`src/rtl/con_csr_bank.sv`:
```
// Conduit-attached CSR bank: NUM_REGS RW control words, a RO status word and optional IRQ status/mask.
// Optional IRQ logic is compiled only when CON_CSR_BANK_IRQ_EN is defined.
module con_csr_bank #(
  parameter int unsigned D_WIDTH    = 32,
  parameter int unsigned A_WIDTH    = 12,
  parameter int unsigned NUM_REGS   = 8,
  parameter int unsigned RD_LATENCY = 1
) (
  input  logic                          pclk,
  input  logic                          presetn,
  input  logic                          con_wr,
  input  logic [A_WIDTH-1:0]            con_waddr,
  input  logic [D_WIDTH-1:0]            con_wdata,
  input  logic [D_WIDTH/8-1:0]          con_wbyte_enable,
  input  logic                          con_rd,
  input  logic [A_WIDTH-1:0]            con_raddr,
  input  logic [D_WIDTH/8-1:0]          con_rbyte_enable,
  input  logic                          con_rd_ack,
  output logic                          con_wr_ack,
  output logic [D_WIDTH-1:0]            con_rdata,
  output logic                          con_read_valid,
  output logic                          con_slv_error,
  output logic [NUM_REGS*D_WIDTH-1:0]   ctrl_q,
  input  logic [31:0]                   hw_status,
  input  logic [7:0]                    irq_src,
  output logic                          irq
);

  localparam int unsigned IW = A_WIDTH - 2;
  localparam int unsigned NB = D_WIDTH / 8;
  localparam int unsigned CW = 2;

  localparam logic [IW-1:0] IDX_NREGS    = IW'(NUM_REGS);
  localparam logic [IW-1:0] IDX_STATUS   = IW'(NUM_REGS);
  localparam logic [IW-1:0] IDX_IRQ_STAT = IW'(NUM_REGS + 1);
  localparam logic [IW-1:0] IDX_IRQ_MASK = IW'(NUM_REGS + 2);

  typedef enum logic [1:0] {
    S_IDLE  = 2'd0,
    S_WAIT  = 2'd1,
    S_VALID = 2'd2
  } rd_state_e;

  rd_state_e          state_q;
  logic [A_WIDTH-1:0] raddr_q;
  logic [CW-1:0]      cnt_q;
  logic               rd_err_q;

  logic [IW-1:0]      w_idx;
  logic               w_err_c;
  logic               w_ok_c;
  logic               w_err_pulse_c;
  logic [A_WIDTH-1:0] rd_addr_c;
  logic [IW-1:0]      rd_idx;
  logic [D_WIDTH-1:0] rd_data_c;
  logic               rd_err_c;

  logic unused_rbe;
  assign unused_rbe = ^con_rbyte_enable;

`ifdef CON_CSR_BANK_IRQ_EN
  logic [7:0] irq_stat_q;
  logic [7:0] irq_mask_q;
  logic [7:0] w1c_c;
`else
  logic unused_irq_src;
  assign unused_irq_src = ^irq_src;
`endif

  // Write address decode; STATUS is read-only so writing it is an error.
  always_comb begin
    w_idx   = con_waddr[A_WIDTH-1:2];
    w_err_c = 1'b1;
    if (con_waddr[1:0] == 2'b00) begin
      if (w_idx < IDX_NREGS) w_err_c = 1'b0;
`ifdef CON_CSR_BANK_IRQ_EN
      if (w_idx == IDX_IRQ_STAT || w_idx == IDX_IRQ_MASK) w_err_c = 1'b0;
`endif
    end
    w_ok_c        = con_wr & ~w_err_c;
    w_err_pulse_c = con_wr & w_err_c;
  end

  // With single-cycle latency the address is decoded straight off the bus.
  assign rd_addr_c = (RD_LATENCY == 1) ? con_raddr : raddr_q;

  always_comb begin
    rd_idx    = rd_addr_c[A_WIDTH-1:2];
    rd_data_c = '0;
    rd_err_c  = 1'b1;
    if (rd_addr_c[1:0] == 2'b00) begin
      for (int i = 0; i < NUM_REGS; i++) begin
        if (rd_idx == IW'(i)) begin
          rd_data_c = ctrl_q[i*D_WIDTH +: D_WIDTH];
          rd_err_c  = 1'b0;
        end
      end
      if (rd_idx == IDX_STATUS) begin
        rd_data_c = D_WIDTH'(hw_status);
        rd_err_c  = 1'b0;
      end
`ifdef CON_CSR_BANK_IRQ_EN
      if (rd_idx == IDX_IRQ_STAT) begin
        rd_data_c = D_WIDTH'(irq_stat_q);
        rd_err_c  = 1'b0;
      end
      if (rd_idx == IDX_IRQ_MASK) begin
        rd_data_c = D_WIDTH'(irq_mask_q);
        rd_err_c  = 1'b0;
      end
`endif
    end
  end

  // Byte-enabled control register writes.
  always_ff @(posedge pclk or negedge presetn) begin
    if (!presetn) begin
      ctrl_q <= '0;
    end else if (w_ok_c) begin
      for (int i = 0; i < NUM_REGS; i++) begin
        if (w_idx == IW'(i)) begin
          for (int b = 0; b < NB; b++) begin
            if (con_wbyte_enable[b]) ctrl_q[i*D_WIDTH + b*8 +: 8] <= con_wdata[b*8 +: 8];
          end
        end
      end
    end
  end

`ifdef CON_CSR_BANK_IRQ_EN
  assign w1c_c = (w_ok_c && w_idx == IDX_IRQ_STAT && con_wbyte_enable[0]) ? con_wdata[7:0] : 8'h00;

  // Source set wins over a coincident W1C of the same bit.
  always_ff @(posedge pclk or negedge presetn) begin
    if (!presetn) begin
      irq_stat_q <= '0;
      irq_mask_q <= '0;
      irq        <= 1'b0;
    end else begin
      irq_stat_q <= (irq_stat_q & ~w1c_c) | irq_src;
      if (w_ok_c && w_idx == IDX_IRQ_MASK && con_wbyte_enable[0]) irq_mask_q <= con_wdata[7:0];
      irq <= |(irq_stat_q & irq_mask_q);
    end
  end
`else
  assign irq = 1'b0;
`endif

  // Write ack and read FSM; slave error merges write-error pulse with read-error hold.
  always_ff @(posedge pclk or negedge presetn) begin
    if (!presetn) begin
      state_q        <= S_IDLE;
      raddr_q        <= '0;
      cnt_q          <= '0;
      rd_err_q       <= 1'b0;
      con_rdata      <= '0;
      con_read_valid <= 1'b0;
      con_slv_error  <= 1'b0;
      con_wr_ack     <= 1'b0;
    end else begin
      con_wr_ack    <= con_wr;
      con_slv_error <= w_err_pulse_c;
      case (state_q)
        S_IDLE: begin
          if (con_rd) begin
            raddr_q <= con_raddr;
            if (RD_LATENCY == 1) begin
              state_q        <= S_VALID;
              con_read_valid <= 1'b1;
              con_rdata      <= rd_data_c;
              rd_err_q       <= rd_err_c;
              con_slv_error  <= w_err_pulse_c | rd_err_c;
            end else begin
              state_q <= S_WAIT;
              cnt_q   <= CW'(RD_LATENCY - 2);
            end
          end
        end
        S_WAIT: begin
          if (cnt_q == '0) begin
            state_q        <= S_VALID;
            con_read_valid <= 1'b1;
            con_rdata      <= rd_data_c;
            rd_err_q       <= rd_err_c;
            con_slv_error  <= w_err_pulse_c | rd_err_c;
          end else begin
            cnt_q <= cnt_q - CW'(1);
          end
        end
        S_VALID: begin
          if (con_rd_ack) begin
            state_q        <= S_IDLE;
            con_read_valid <= 1'b0;
            con_rdata      <= '0;
            rd_err_q       <= 1'b0;
          end else begin
            con_slv_error <= w_err_pulse_c | rd_err_q;
          end
        end
        default: state_q <= S_IDLE;
      endcase
    end
  end

endmodule

```
`config.mk`:
```
export PLATFORM = sky130hd
export DESIGN_NAME = con_csr_bank
export DESIGN_NICKNAME = d
export VERILOG_FILES = /design/src/rtl/con_csr_bank.sv
export SDC_FILE = /design/constraint.sdc
export NUM_CORES = 1
export LEC_CHECK = 0
export CORE_MARGIN = 4
export CORE_UTILIZATION = 50
export CTS_BUF_LIST = sky130_fd_sc_hd__clkbuf_4
export CTS_CLUSTER_SIZE = 24
export DETAILED_ROUTE_END_ITERATION = 6
export GPL_TIMING_DRIVEN = 0
export HOLD_SLACK_MARGIN = 0.05
export PLACE_DENSITY_LB_ADDON = 0.3
export SLEW_MARGIN = 20
export SYNTH_ARGS = -nofsm -noshare
export SYNTH_HDL_FRONTEND = slang
export SYNTH_SLANG_ARGS = --single-unit
```
`constraint.sdc`:
```
create_clock -name pclk -period 2.1 [get_ports pclk]
set_clock_uncertainty 0.15 [all_clocks]
set_input_delay 0.63 -clock pclk [delete_from_list [all_inputs] [get_ports pclk]]
set_output_delay 0.63 -clock pclk [all_outputs]
set_load 0.05 [all_outputs]
```
==> metrics.txt <==
Worst-Skew Late Latency=0.75 ns; CTS tree=yes; worst vdd ir=0.354 mV; Yosys top cell area share=52.4%; first-pass GRT wire length=87700 um; Port Buf Inserts=385; final instance area=0.0222 sq mm; Setup crit start kind=input port; die height=175 um; worst r2r src=con_read_valid$_DFFE_PN0P_; pin count of the biggest net entering global routing=91; Max FO, Critical Path=6; crit path DAT=2.68 ns; Area growth syn-to-layout=58.9%; failing checks=setup timing; min setup slack post-route=-0.127 ns; max-slew violations=0; most frequent cell after synthesis=dfrtp_1; Root Buffer=clkbuf_4; Final Power=11800 uW; Post-Place Worst Slack=-1.95 ns; Mapped Avg Cell Area=12.8 sq um; worst relative slew slack=32.7%; mapped cell area=0.0139 sq mm; Commonest cells post-synth=dfrtp_1, mux2_2, o21ai_0; setup TNS=-0.593 ns; register area share after synthesis=52.4%; area leader, netlist=dfrtp_1; Primary FF master, synth=dfrtp_1; Hold Path Class=in -> async; Post-synth EDFFs=0; antenna violations before repair=9; R2R Setup Slk=0.04 ns; RSZ-0062 raised after global routing=yes; Setup Viol. Count Final=31; Final nets=1853; CTS Buf Count=77; Max Fclk=449 MHz; area of the die=0.0306 sq mm; Setup crit end kind=flip-flop; routability congestion estimate=0.886; GRT Util Overall=38.9%; area of the multi-input gates=0.00713 sq mm; #FFs+latches synth=292; Distinct cells, synth=56; pwr dens=531 mW/mm^2; min Tclk post-route=2.23 ns; Synth Warn #=0; CTS Sinks=292; DP Area=0.0188 sq mm; Slew @ Worst Pin=1.01 ns; H-tree levels=3; CP Class=in -> reg; Via density=6.22; share of cells above drive strength 1=58.6%; wire per inst=29.1 um; Synth area leaders=dfrtp_1, mux2_2, mux2i_1; Mapped Nets=1201; RR Endpoint=con_rdata[25]$_DFFE_PN0P_; Cells after Synth=1092; Top Ports=401; total grt overflow=0; Clk pin slew, worst setup/hold paths=0.06 ns; fillers=1591; storage element area=0.00732 sq mm; final hold violations=0; cells on worst reg2reg path=5; MaxCap Viol Count=0; Initial DRC Count=1305; routed wire length=63300 um; Starting Density=51.3%; Max Root-Sink Buffers=3; status=complete, but fails checks; post-synthesis async set-or-reset flop share=100%; vias=13500; worst endpoint required time=2.55 ns; Final Util=81.5%; Die Wd=175 um; DRC viols=0; cell leakage power=0.0109 uW; period utilisation layout=106%; DRT antenna net count=0; FP Rows=60; drt pass-1 iters=5; vias in the first global route=13500; Post-DP HPWL=40400 um; core area=0.0272 sq mm
through the flow:
step | std cells | hold WS (ns)
global placement | 1849 | 0.317
finish | 2171 | 0.243
global route | 2170 | 0.262
detailed placement | 1852 | 0.322
floorplan | 1092 | 0.184
CTS | 2097 | 0.232
layer usage:
metal	global-route usage, %	part of all wire, %
met1	47.8	36
met5	0	0.081
met4	19.9	5.7
met2	61.2	46
met3	13.3	12
worst max path at each step:
stage / slack [ns] / startpoint / to / cells past startpoint
global route: -0.09 / con_raddr[8] / con_rdata[0]$_DFFE_PN0P_ / 7
finish: -0.13 / con_raddr[8] / con_rdata[0]$_DFFE_PN0P_ / 7
floorplan: -0.30 / con_waddr[11] / ctrl_q[104]$_DFFE_PN0P_ / 6
detailed placement: -1.95 / con_raddr[3] / con_rdata[19]$_DFFE_PN0P_ / 8
global placement: -12.27 / presetn / ctrl_q[98]$_DFFE_PN0P_ / 1
CTS: -0.04 / ctrl_q[76]$_DFFE_PN0P_ / ctrl_q[76] / 1
cell usage in the layout (no fill, tap or decap), types with 12 or more instances in the layout:
| master | synthesis | final |
|---|---|---|
| a311oi_1 | 12 | 12 |
| a22o_1 | 15 | 15 |
| a2bb2oi_1 | 14 | 14 |
| or3_1 | 17 | 16 |
| nor2_1 | 28 | 20 |
| nor2b_1 | 17 | 16 |
| buf_4 | 6 | 207 |
| dfrtp_1 | 292 | 285 |
| mux2_2 | 270 | 268 |
| a21oi_1 | 38 | 28 |
| a32oi_1 | 12 | 12 |
| clkdlybuf4s50_1 | 0 | 79 |
| mux2i_1 | 47 | 47 |
| nand2_1 | 25 | 25 |
| clkbuf_2 | 0 | 19 |
| mux4_2 | 12 | 12 |
| nand3b_1 | 18 | 18 |
| nand2_8 | 0 | 24 |
| buf_6 | 0 | 281 |
| clkbuf_4 | 0 | 119 |
| o21ai_0 | 85 | 74 |
| a221oi_2 | 0 | 13 |
worst max-delay path, stage by stage:
cell and delay (ns):
dlygate4sd2_1 0.27, or4_4 0.65, nor2_4 0.23, and3_4 0.27
clkbuf_16 0.19, a21boi_0 0.13, a32oi_1 0.29
final cells by class:
cell class / instances / share of cell area (%)
clock buffer: 115 / 3.90
multi-input combinational: 735 / 32.2
timing repair buffer: 575 / 25.7
clock inverter: 16 / 0.446
antenna: 3 / 0.0339
sequential: 292 / 33.0
buffer: 63 / 2.67
tap: 372 / 2.10
power breakdown:
group / total [uW] / switching [uW] / leakage, uW / internal, uW
Clock: 5110 / 2500 / 0.000569 / 2610
Sequential: 5640 / 9.93 / 0.00406 / 5630
Combinational: 1010 / 667 / 0.00629 / 341
Total: 11800 / 3170 / 0.0109 / 8590
registers in the layout, summed over array words and instances (netlist names):
signal          flops
con_wr_ack          1
con_read_valid      1
con_slv_error       1
con_rdata          32
rd_err_q            1
ctrl_q            256
what timing repair did:
item | 4_1_cts | 5_1_grt
pin swaps | 17 | 12
endpoints found under the hold margin | 40 | 0
gates resized for setup | 2164 | 70
setup endpoints to repair | 581 | 453
hold buffers | 1 | 0
setup buffers | 112 | 71
gates cloned | 2 | 1
logic make-up (layout without fill, tap and decap cells):
kind of cell           Yosys count  in the layout  synth area share [%]
AOI/OAI and AO/OA              230            230                  10.9
buffers and inverters           65            769                  2.08
DFF                            292            292                  52.4
and+or+nand+nor                173            173                  7.36
muxes                          331            331                  27.3
other                            1              4                0.0269
No activity file was read; power rests on OpenSTA's default activity.
